**config.mk**
```make
export PLATFORM = sky130hd
export DESIGN_NAME = sin_lut
export DESIGN_NICKNAME = d
export VERILOG_FILES = /design/src/rtl/sin_lut.sv
export SDC_FILE = /design/constraint.sdc
export NUM_CORES = 1
export LEC_CHECK = 0
export BUFFER_PORTS_ARGS = -buffer_cell sky130_fd_sc_hd__clkbuf_2
export CAP_MARGIN = 0
export CORE_UTILIZATION = 40
export DETAILED_ROUTE_END_ITERATION = 10
export PLACE_DENSITY = 0.67
export SYNTH_ARGS = -nofsm -noshare
export SYNTH_HDL_FRONTEND = slang
export SYNTH_SLANG_ARGS = --single-unit
```
**constraint.sdc**
```tcl
create_clock -name clk -period 2.6 [get_ports clk]
set_input_delay 0.39 -clock clk [delete_from_list [all_inputs] [get_ports clk]]
set_output_delay 0.39 -clock clk [all_outputs]
set_load 0.01 [all_outputs]
```
**src/rtl/sin_lut.sv**
```systemverilog
// Phase-to-amplitude converter for the DDFS: quarter-wave ROM with quadrant folding,
// three-stage pipeline (fold address, ROM read, sign apply) with a valid flag.
module sin_lut #(
    parameter int NBIT = 12,
    parameter int DBIT = 12
) (
    input  logic            clk,
    input  logic            rst,
    input  logic [NBIT-1:0] phase_in,
    input  logic            phase_valid,
    output logic [DBIT-1:0] sin_out,
    output logic            sin_valid
);

    logic [7:0]      phase_top;
    logic [5:0]      addr_d;
    logic [5:0]      addr_q;
    logic            sign1_q;
    logic            v1_q;
    logic [10:0]     rom_mag;
    logic [10:0]     mag_q;
    logic            sign2_q;
    logic            v2_q;
    logic [DBIT-1:0] mag_ext;
    logic [DBIT-1:0] sin_d;
    logic [DBIT-1:0] sin_q;
    logic            sin_valid_q;

    assign phase_top = phase_in[NBIT-1 -: 8];

    // Low phase bits are truncated away without dither.
    generate
        if (NBIT > 8) begin : g_trunc
            logic phase_lsb_unused;
            assign phase_lsb_unused = ^phase_in[NBIT-9:0];
        end
    endgenerate

    // Odd quadrants read the quarter wave backwards.
    assign addr_d = phase_top[6] ? ~phase_top[5:0] : phase_top[5:0];

    always_comb begin
        rom_mag = 11'd0;
        case (addr_q)
            6'd0:  rom_mag = 11'd25;
            6'd1:  rom_mag = 11'd75;
            6'd2:  rom_mag = 11'd126;
            6'd3:  rom_mag = 11'd176;
            6'd4:  rom_mag = 11'd226;
            6'd5:  rom_mag = 11'd275;
            6'd6:  rom_mag = 11'd325;
            6'd7:  rom_mag = 11'd375;
            6'd8:  rom_mag = 11'd424;
            6'd9:  rom_mag = 11'd473;
            6'd10: rom_mag = 11'd522;
            6'd11: rom_mag = 11'd570;
            6'd12: rom_mag = 11'd618;
            6'd13: rom_mag = 11'd666;
            6'd14: rom_mag = 11'd713;
            6'd15: rom_mag = 11'd760;
            6'd16: rom_mag = 11'd807;
            6'd17: rom_mag = 11'd852;
            6'd18: rom_mag = 11'd898;
            6'd19: rom_mag = 11'd943;
            6'd20: rom_mag = 11'd987;
            6'd21: rom_mag = 11'd1031;
            6'd22: rom_mag = 11'd1074;
            6'd23: rom_mag = 11'd1116;
            6'd24: rom_mag = 11'd1158;
            6'd25: rom_mag = 11'd1199;
            6'd26: rom_mag = 11'd1239;
            6'd27: rom_mag = 11'd1279;
            6'd28: rom_mag = 11'd1318;
            6'd29: rom_mag = 11'd1356;
            6'd30: rom_mag = 11'd1393;
            6'd31: rom_mag = 11'd1430;
            6'd32: rom_mag = 11'd1465;
            6'd33: rom_mag = 11'd1500;
            6'd34: rom_mag = 11'd1533;
            6'd35: rom_mag = 11'd1566;
            6'd36: rom_mag = 11'd1598;
            6'd37: rom_mag = 11'd1629;
            6'd38: rom_mag = 11'd1659;
            6'd39: rom_mag = 11'd1688;
            6'd40: rom_mag = 11'd1716;
            6'd41: rom_mag = 11'd1743;
            6'd42: rom_mag = 11'd1769;
            6'd43: rom_mag = 11'd1793;
            6'd44: rom_mag = 11'd1817;
            6'd45: rom_mag = 11'd1840;
            6'd46: rom_mag = 11'd1861;
            6'd47: rom_mag = 11'd1881;
            6'd48: rom_mag = 11'd1901;
            6'd49: rom_mag = 11'd1919;
            6'd50: rom_mag = 11'd1936;
            6'd51: rom_mag = 11'd1951;
            6'd52: rom_mag = 11'd1966;
            6'd53: rom_mag = 11'd1979;
            6'd54: rom_mag = 11'd1992;
            6'd55: rom_mag = 11'd2003;
            6'd56: rom_mag = 11'd2012;
            6'd57: rom_mag = 11'd2021;
            6'd58: rom_mag = 11'd2028;
            6'd59: rom_mag = 11'd2035;
            6'd60: rom_mag = 11'd2039;
            6'd61: rom_mag = 11'd2043;
            6'd62: rom_mag = 11'd2046;
            6'd63: rom_mag = 11'd2047;
            default: rom_mag = 11'd0;
        endcase
    end

    // Magnitude never exceeds 2047, so negation cannot reach -2048.
    assign mag_ext = {{(DBIT-11){1'b0}}, mag_q};
    assign sin_d   = sign2_q ? (~mag_ext + 1'b1) : mag_ext;

    always_ff @(posedge clk or posedge rst) begin
        if (rst) begin
            addr_q      <= '0;
            sign1_q     <= 1'b0;
            v1_q        <= 1'b0;
            mag_q       <= '0;
            sign2_q     <= 1'b0;
            v2_q        <= 1'b0;
            sin_q       <= '0;
            sin_valid_q <= 1'b0;
        end else begin
            v1_q        <= phase_valid;
            v2_q        <= v1_q;
            sin_valid_q <= v2_q;
            if (phase_valid) begin
                addr_q  <= addr_d;
                sign1_q <= phase_top[7];
            end
            if (v1_q) begin
                mag_q   <= rom_mag;
                sign2_q <= sign1_q;
            end
            if (v2_q) begin
                sin_q <= sin_d;
            end
        end
    end

    assign sin_out   = sin_q;
    assign sin_valid = sin_valid_q;

endmodule
```
==> summary.md, run 1 <==
| Metric | Value |
|---|---|
| Status | finished clean |
| Setup bufs post-CTS | 0 |
| Final HPWL DP | 4176 µm |
| Clock Path Buffers | 2 |
| Post-route DRC violation count | 0 |
| Row count | 28 |
| Antenna Nets Post-Route | 0 |
| WP data arrival | 2260 ps |
| Clock transition at path regs | 80 ps |
| Post-synthesis mux area share | 6.463% |
| Share of cells above drive strength 1 | 18.15% |
| Max Freq | 474.7 MHz |
| Number of nets in the layout | 340 |
| Synth Area in XOR/XNOR | 5.871% |
| Power Density | 673.8 mW/mm² |
| Main combinational cell family by area after synthesis | compound AO/OA/AOI/OAI gates |
| CP Capture Type | register |
| Via Count | 2255 |
| Setup CP Type | register to register |
| GR Overflow Total | 0 |
| Pre-antenna DRT Iters | 4 |
| Wire per inst | 15.19 µm |
| P_leak | 1.161 nW |
| Seq cells post-synth | 34 |
| Post-synthesis adder-cell area fraction | 5.920% |
| Tmin final | 2107 ps |
| Top-area cell type share of the netlist area | 33.55% |
| Antenna cell count | 0 |
| Worst hold path class | input pin to async pin |
| Setup Viol. Count Final | 0 |
| Num CTS Buffers | 5 |
| Clock Skew | 6.674 ps |
| Root Driver | clkbuf_8 |
| Initial antenna violation count | 0 |
| Slew margin rel. | 47.34% |
| Placed cells | 381 |
| Resized cells post-CTS | 0 |
| Fin Setup TNS | 0 ps |
| Reg2reg setup slack | 490 ps |
| Yosys cell types | 49 |
| GR Util All Layers | 19.53% |
| Worst-margin pin slew | 782.6 ps |
| Count of flip-flops with a built-in enable after synthesis | 0 |
| Sw Pwr | 0.7294 mW |
| Crit Path Max Fanout | 8 |
| Yosys warnings | 0 |
| Multi-input logic area | 0.001518 mm² |
| Initial core utilization | 42.09% |
| Sequential cell area | 850.8 µm² |
| Most common cell after layout, fill and taps aside | nor2_1 |
| Internal | 1.175 mW |
| Syn nets | 321 |
| Top post-synthesis cells by area | dfrtp_1 34%, ha_1 5.9%, nor2_1 5.5% |
| GP Congestion | 0.9211 |
| Peak VDD IR | 288.8 µV |
| Die width | 81.63 µm |
| Crit share post-route | 81.02% |
| Seq pwr share | 39.5% |
| Synth Area in Compound Gates | 24.32% |
| Initial DRC count | 169 |
| Netlist Area Pre-Place | 0.002536 mm² |
| WP data required | 2760 ps |
| Number of hold buffers added after cts | 0 |
| Gate count after technology mapping | 294 |
| RSZ-0062 raised after global routing | no |
| Largest delay share family, worst path | multiplexers |
| Combinational group share of total power | 38.0% |
| First-pass GRT wire length | 10030 µm |
| CTS sink cnt | 34 |
| Sequential-to-total area share from yosys stat | 33.55% |
| Via-to-Cell Ratio | 5.797 |
| I/O pin total | 28 |
| Largest net degree at the start of global routing | 35 |
| Buf+Inv Stages, Crit Path | 2 |
| Synth Area in Simple Gates | 17.27% |
| Synthesized area per cell | 8.626 µm² |
| Core area | 0.006026 mm² |
| Post-layout utilization of the core | 46.91% |
| Post-synth ARST share | 100.0% |
| Final std cell area, no fill | 0.002826 mm² |
| Fillers | 595 |
| Vias in the first global route | 2022 |
| WL final | 5908 µm |
| Clock latency on the worst-skew pair | 300 ps |
| Worst path max stage delay | 470 ps |
| CTS tree | yes |
| Max-slew violation count | 0 |
| Layout area overhead | 11.45% |
| Die area | 0.006663 mm² |
| Port buffer count | 23 |
| H-tree Lvls | 2 |
| Startpoint Class | register |
| Fin. Hold Viols | 0 |
| Post-Layout Cell Count | 389 |
| Max_cap viols | 0 |
| Commonest cells after routing, fill and taps aside | 37 x nor2_1, 34 x dfrtp_1, 23 x clkbuf_2 |
| Dpl cell area | 0.002731 mm² |
| Synth area leader | dfrtp_1 |
| Die Y-Extent | 81.63 µm |
| Crit path top cell by count | inv_1 |
| Crit path cell chain | inv_1 > ha_1 > inv_1 > mux4_2 > a22oi_1 > a41oi_1 |
| Main synth FF type | dfrtp_1 |
| Clk pwr share | 22.5% |
| Sw frac | 38.30% |
| Worst path slowest cell | mux4_2 |
[sequential cells by signal (all words and copies together), names as in the netlist]
signal / count
v2_q: 1
sin_out: 12
sin_valid: 1
sign1_q: 1
addr_q: 6
sign2_q: 1
v1_q: 1
mag_q: 11
[cells by family (layout without fill, tap and decap cells)]
family                   after synthesis  after routing
AO/OA/AOI/OAI                         91             91
XOR/XNOR                              17             17
adder cells (fa/ha/maj)               12             12
buffers and inverters                 38             58
flip-flops                            34             34
multiplexers                          12             12
AND/OR/NAND/NOR                       90             90
[cell usage after synthesis, types with 8 or more instances]
master    number
nand2_1        9
dfrtp_1       34
a31oi_1       10
o21ai_0       17
inv_1         12
o211ai_1       8
nand3_1        9
nor2_1        37
buf_2          8
a21oi_1       22
xnor2_1       13
nor2b_1        9
clkbuf_1      13
ha_1          12
[stage by stage]
step	power (mW)	worst slack (ps)	hold slack (ps)
after global placement	1.471	585.7	482.7
after detailed placement	1.484	576.3	491.7
after floorplan	1.276	400.9	421.4
after CTS	1.913	553.7	171.6
final	1.905	493.5	138.9
after global routing	2.050	384.2	189.5
[area by class of cell]
type,count,area share (%)
clock buffers,6,2.922
flip-flops and latches,34,30.10
clock inverters,2,0.4427
well taps,75,3.320
inverters,13,1.726
multi-input cells,222,53.70
repair buffers,37,7.791
[per-layer routing]
layer | up-vias | GRT usage (%) | share of wire [%]
met5 | - | 0 | 0
met4 | 0 | 5.789 | 1.5
met3 | 12 | 3.111 | 6.3
met2 | 76 | 32.00 | 47
met1 | 1056 | 26.33 | 45
li1 | 1111 | - | -
[tightest hold or removal path, stage by stage]
cell	delay, ps
clkbuf_2	80
inv_1	40
buf_4	360
[power groups by stage]
stage | combinational, mW | sequential [mW] | clock [mW]
2_1_floorplan | 0.526 | 0.750 | 0
3_5_place_dp | 0.719 | 0.765 | 0
3_3_place_gp | 0.714 | 0.758 | 0
5_1_grt | 0.813 | 0.776 | 0.462
6_report | 0.725 | 0.752 | 0.428
4_1_cts | 0.724 | 0.755 | 0.435
[final timing paths]
check | depth (start not counted) | end | start
worst max-delay path | 6 | mag_q[0] | addr_q[1]
worst min register to register | 2 | sign2_q | sign1_q
worst max register to register | 6 | mag_q[0] | addr_q[1]
min in group clk | 2 | sign1_q | phase_in[11]
max in group asynchronous | 3 | sin_out[6] | rst
worst min-delay path | 3 | addr_q[0] | rst
No activity file was read; power rests on OpenSTA's default activity.
==> run 2, diff against run 1 <==
--- a/config.mk
+++ b/config.mk
@@ -5,6 +5,7 @@
 export SDC_FILE = /design/constraint.sdc
 export NUM_CORES = 1
 export LEC_CHECK = 0
+export ABC_AREA = 1
 export BUFFER_PORTS_ARGS = -buffer_cell sky130_fd_sc_hd__clkbuf_2
 export CAP_MARGIN = 0
 export CORE_UTILIZATION = 40
==> constraint.sdc (replaced) <==
create_clock -name clk -period 2.2 [get_ports clk]
set_input_delay 0.33 -clock clk [delete_from_list [all_inputs] [get_ports clk]]
set_output_delay 0.33 -clock clk [all_outputs]
set_load 0.01 [all_outputs]
==> run 2 against run 1 <==
Area after synthesis grew 3.0%. Cell area unchanged. Sequential power up 17%. Total power is 16% higher. Critical path type unchanged. First-iteration DRC count down 17%. Non-clock buffer count decreased by 7. Largest cell class unchanged. Combinational power grew 17%. Routed wire length is 3.2% higher. Critical endpoint is now mag_q[4]. Critical path depth up 3. Worst hold slack got worse by 31 ps. Utilization shrank 2.1 points. Register-to-register slack lost 120 ps.
==> summary.md, run 2 <==
| Metric | Value |
|---|---|
| Status | finished clean |
| WP data arrival | 2030 ps (-230 ps) |
| Max reg flops | 12 (unchanged) |
| Die Y-Extent | 82.82 µm (+1.5%) |
| H-tree Lvls | 2 (unchanged) |
| Die area | 0.006858 mm² (+2.9%) |
| Max Freq | 547.6 MHz (+15%) |
| Worst hold path class | input pin to async pin |
| Post-synthesis mux area share | 0% (-6.5 points) |
| Worst R2R Path Depth | 9 (+3) |
| Fin Setup TNS | 0 ps (unchanged) |
| Resized cells post-CTS | 0 (unchanged) |
| Most common cell after layout, fill and taps aside | nand2_1 |
| Die width | 82.82 µm (+1.5%) |
| GP Congestion | 0.9876 (+7.2%) |
| Reg2reg setup slack | 370 ps (-120 ps) |
| Fillers | 684 (+15%) |
| Antenna Nets Post-Route | 0 (unchanged) |
| Core area | 0.006314 mm² (+4.8%) |
| Number of hold buffers added after cts | 0 (unchanged) |
| Count of flip-flops with a built-in enable after synthesis | 0 (unchanged) |
| Setup Viol. Count Final | 0 (unchanged) |
| Clock transition at path regs | 80 ps (about the same) |
| Startpoint Class | register |
| Initial DRC count | 140 (-17%) |
| Pre-antenna DRT Iters | 5 (+1) |
| Post-synthesis adder-cell area fraction | 5.747% (-0.17 points) |
| Count leader, synth | nand2_1 |
| Peak VDD IR | 431.5 µV (+49%) |
| WP data required | 2410 ps (-350 ps) |
| Commonest cells after routing, fill and taps aside | 135 x nand2_1, 58 x nand3_1, 34 x dfrtp_1 |
| Yosys warnings | 0 (unchanged) |
| I/O pin total | 28 (unchanged) |
| Clock Path Buffers | 2 (unchanged) |
| Synth Area in Compound Gates | 8.812% (-16 points) |
| Antenna cell count | 0 (unchanged) |
| Main synth FF type | dfrtp_1 |
| Yosys cell types | 31 (-37%) |
| Post-Layout Cell Count | 481 (+24%) |
| Max_cap viols | 0 (unchanged) |
| Top post-synthesis cells by area | dfrtp_1 33%, nand2_1 19%, nand3_1 11% |
| Synth top cells by count | 135 x nand2_1, 58 x nand3_1, 34 x dfrtp_1 |
| Synth Area in Simple Gates | 38.75% (+21 points) |
| RSZ-0062 raised after global routing | no |
| Main combinational cell family by area after synthesis | simple AND/OR/NAND/NOR gates |
| Setup bufs post-CTS | 0 (unchanged) |
| WL final | 6100 µm (+3.2%) |
| Tmin final | 1826 ps (-280.5 ps) |
| Worst-margin pin slew | 663.3 ps (-119.3 ps) |
| Netlist Area Pre-Place | 0.002613 mm² (+3.0%) |
| Root Driver | clkbuf_8 |
| Top-area cell type share of the netlist area | 32.57% (-0.98 points) |
| Share of cells above drive strength 1 | 12.13% (-6.0 points) |
| GR Overflow Total | 0 (unchanged) |
| Placed cells | 473 (+24%) |
| Crit Path Max Fanout | 8 (unchanged) |
| Gate count after technology mapping | 384 (+31%) |
| Synth Area in XOR/XNOR | 3.017% (-2.9 points) |
| Final HPWL DP | 4508 µm (+7.9%) |
| Largest net degree at the start of global routing | 35 (unchanged) |
| Via-to-Cell Ratio | 5.241 (-9.6%) |
| Port buffer count | 23 (unchanged) |
| Post-route DRC violation count | 0 (unchanged) |
| Initial antenna violation count | 0 (unchanged) |
| GR Util All Layers | 18.84% (-0.69 points) |
| Setup CP Type | register to register |
| Synthesized area per cell | 6.803 µm² (-21%) |
| Via Count | 2521 (+12%) |
| Vias in the first global route | 2424 (+20%) |
| Overall Power | 2.214 mW (+16%) |
| Post-synth ARST share | 100.0% (unchanged) |
| CP Capture Type | register |
| Syn nets | 411 (+28%) |
| Clock latency on the worst-skew pair | 280 ps (-20 ps) |
| First-pass GRT wire length | 10850 µm (+8.2%) |
| Layout area overhead | 8.190% |
| CTS tree | yes |
| Crit share post-route | 83.00% (+2.0 points) |
| Power Density | 783.3 mW/mm² (+16%) |
| Seq cells post-synth | 34 (unchanged) |
| Synth area leader | dfrtp_1 |
| Fin. Hold Viols | 0 (unchanged) |
| Sequential-to-total area share from yosys stat | 32.57% (-0.98 points) |
| Wire per inst | 12.68 µm (-16%) |
| Row count | 29 (+3.6%) |
| Max-slew violation count | 0 (unchanged) |
| Clock Skew | 6.417 ps (-0.2566 ps) |
| CTS sink cnt | 34 (unchanged) |
| P_leak | 1.475 nW (+27%) |
| Initial core utilization | 41.38% (-0.71 points) |
| Slew margin rel. | 55.78% (+8.4 points) |
| Num CTS Buffers | 5 (unchanged) |
| Number of nets in the layout | 430 (+26%) |
run 2: layout make-up:
type                            instances  area [µm²]  area share (%)
Clock buffer                            6       82.58           2.922
Clock inverter                          2       12.51          0.4427
Timing Repair Buffer                   30       180.2           6.375
Sequential cell                        34       850.8           30.10
Multi-Input combinational cell        298        1471           52.06
Tap cell                               77       96.34           3.409
Inverter                               34       132.6           4.692
run 2: where the power goes:
group          total (mW)  leakage (nW)  switching (mW)  internal [mW]
Sequential          0.881         0.407           0.136          0.746
Combinational       0.845          1.02           0.527          0.317
Clock               0.488        0.0472           0.236          0.252
Total                2.21          1.48           0.899           1.31
run 2: final timing paths:
path | start | to
max | addr_q[0] | mag_q[4]
min | rst | sin_out[0]
max reg2reg | addr_q[0] | mag_q[4]
min reg2reg | sin_out[9] | sin_out[9]
max in group asynchronous | rst | sin_out[2]
min in group clk | phase_valid | v1_q
run 2: cell families after synthesis:
family          count (synthesis)
buf+inv                        52
compound gates                 42
simple gates                  235
xor+xnor                        9
fa+ha+maj                      12
flops                          34
run 2: stage by stage:
step	util (%)	hold slack (ps)	area [µm²]	worst slack [ps]
detailed placement	43.26	429.1	2731	380.0
CTS	44.77	123.4	2826	359.6
finish	44.77	107.6	2826	373.9
global placement	43.26	423.6	2731	438.2
global route	44.77	154.7	2826	158.7
floorplan	-	361.4	2613	611.0
run 2: worst max-delay path: stages, from the launching register on:
cell	delay, ps
dfrtp_1	480
inv_1	190
ha_1	370
inv_1	150
nand2_1	90
nand2_1	100
nor2_1	40
nand2_1	60
o211ai_1	90
a21oi_1	170
run 2: per-layer routing:
layer	up-vias	GRT usage, %	routed length [µm]
li1	1272	-	-
met1	1121	25.66	2807
met2	112	29.43	2758
met3	16	3.877	373
met4	0	7.053	161
met5	-	0	0
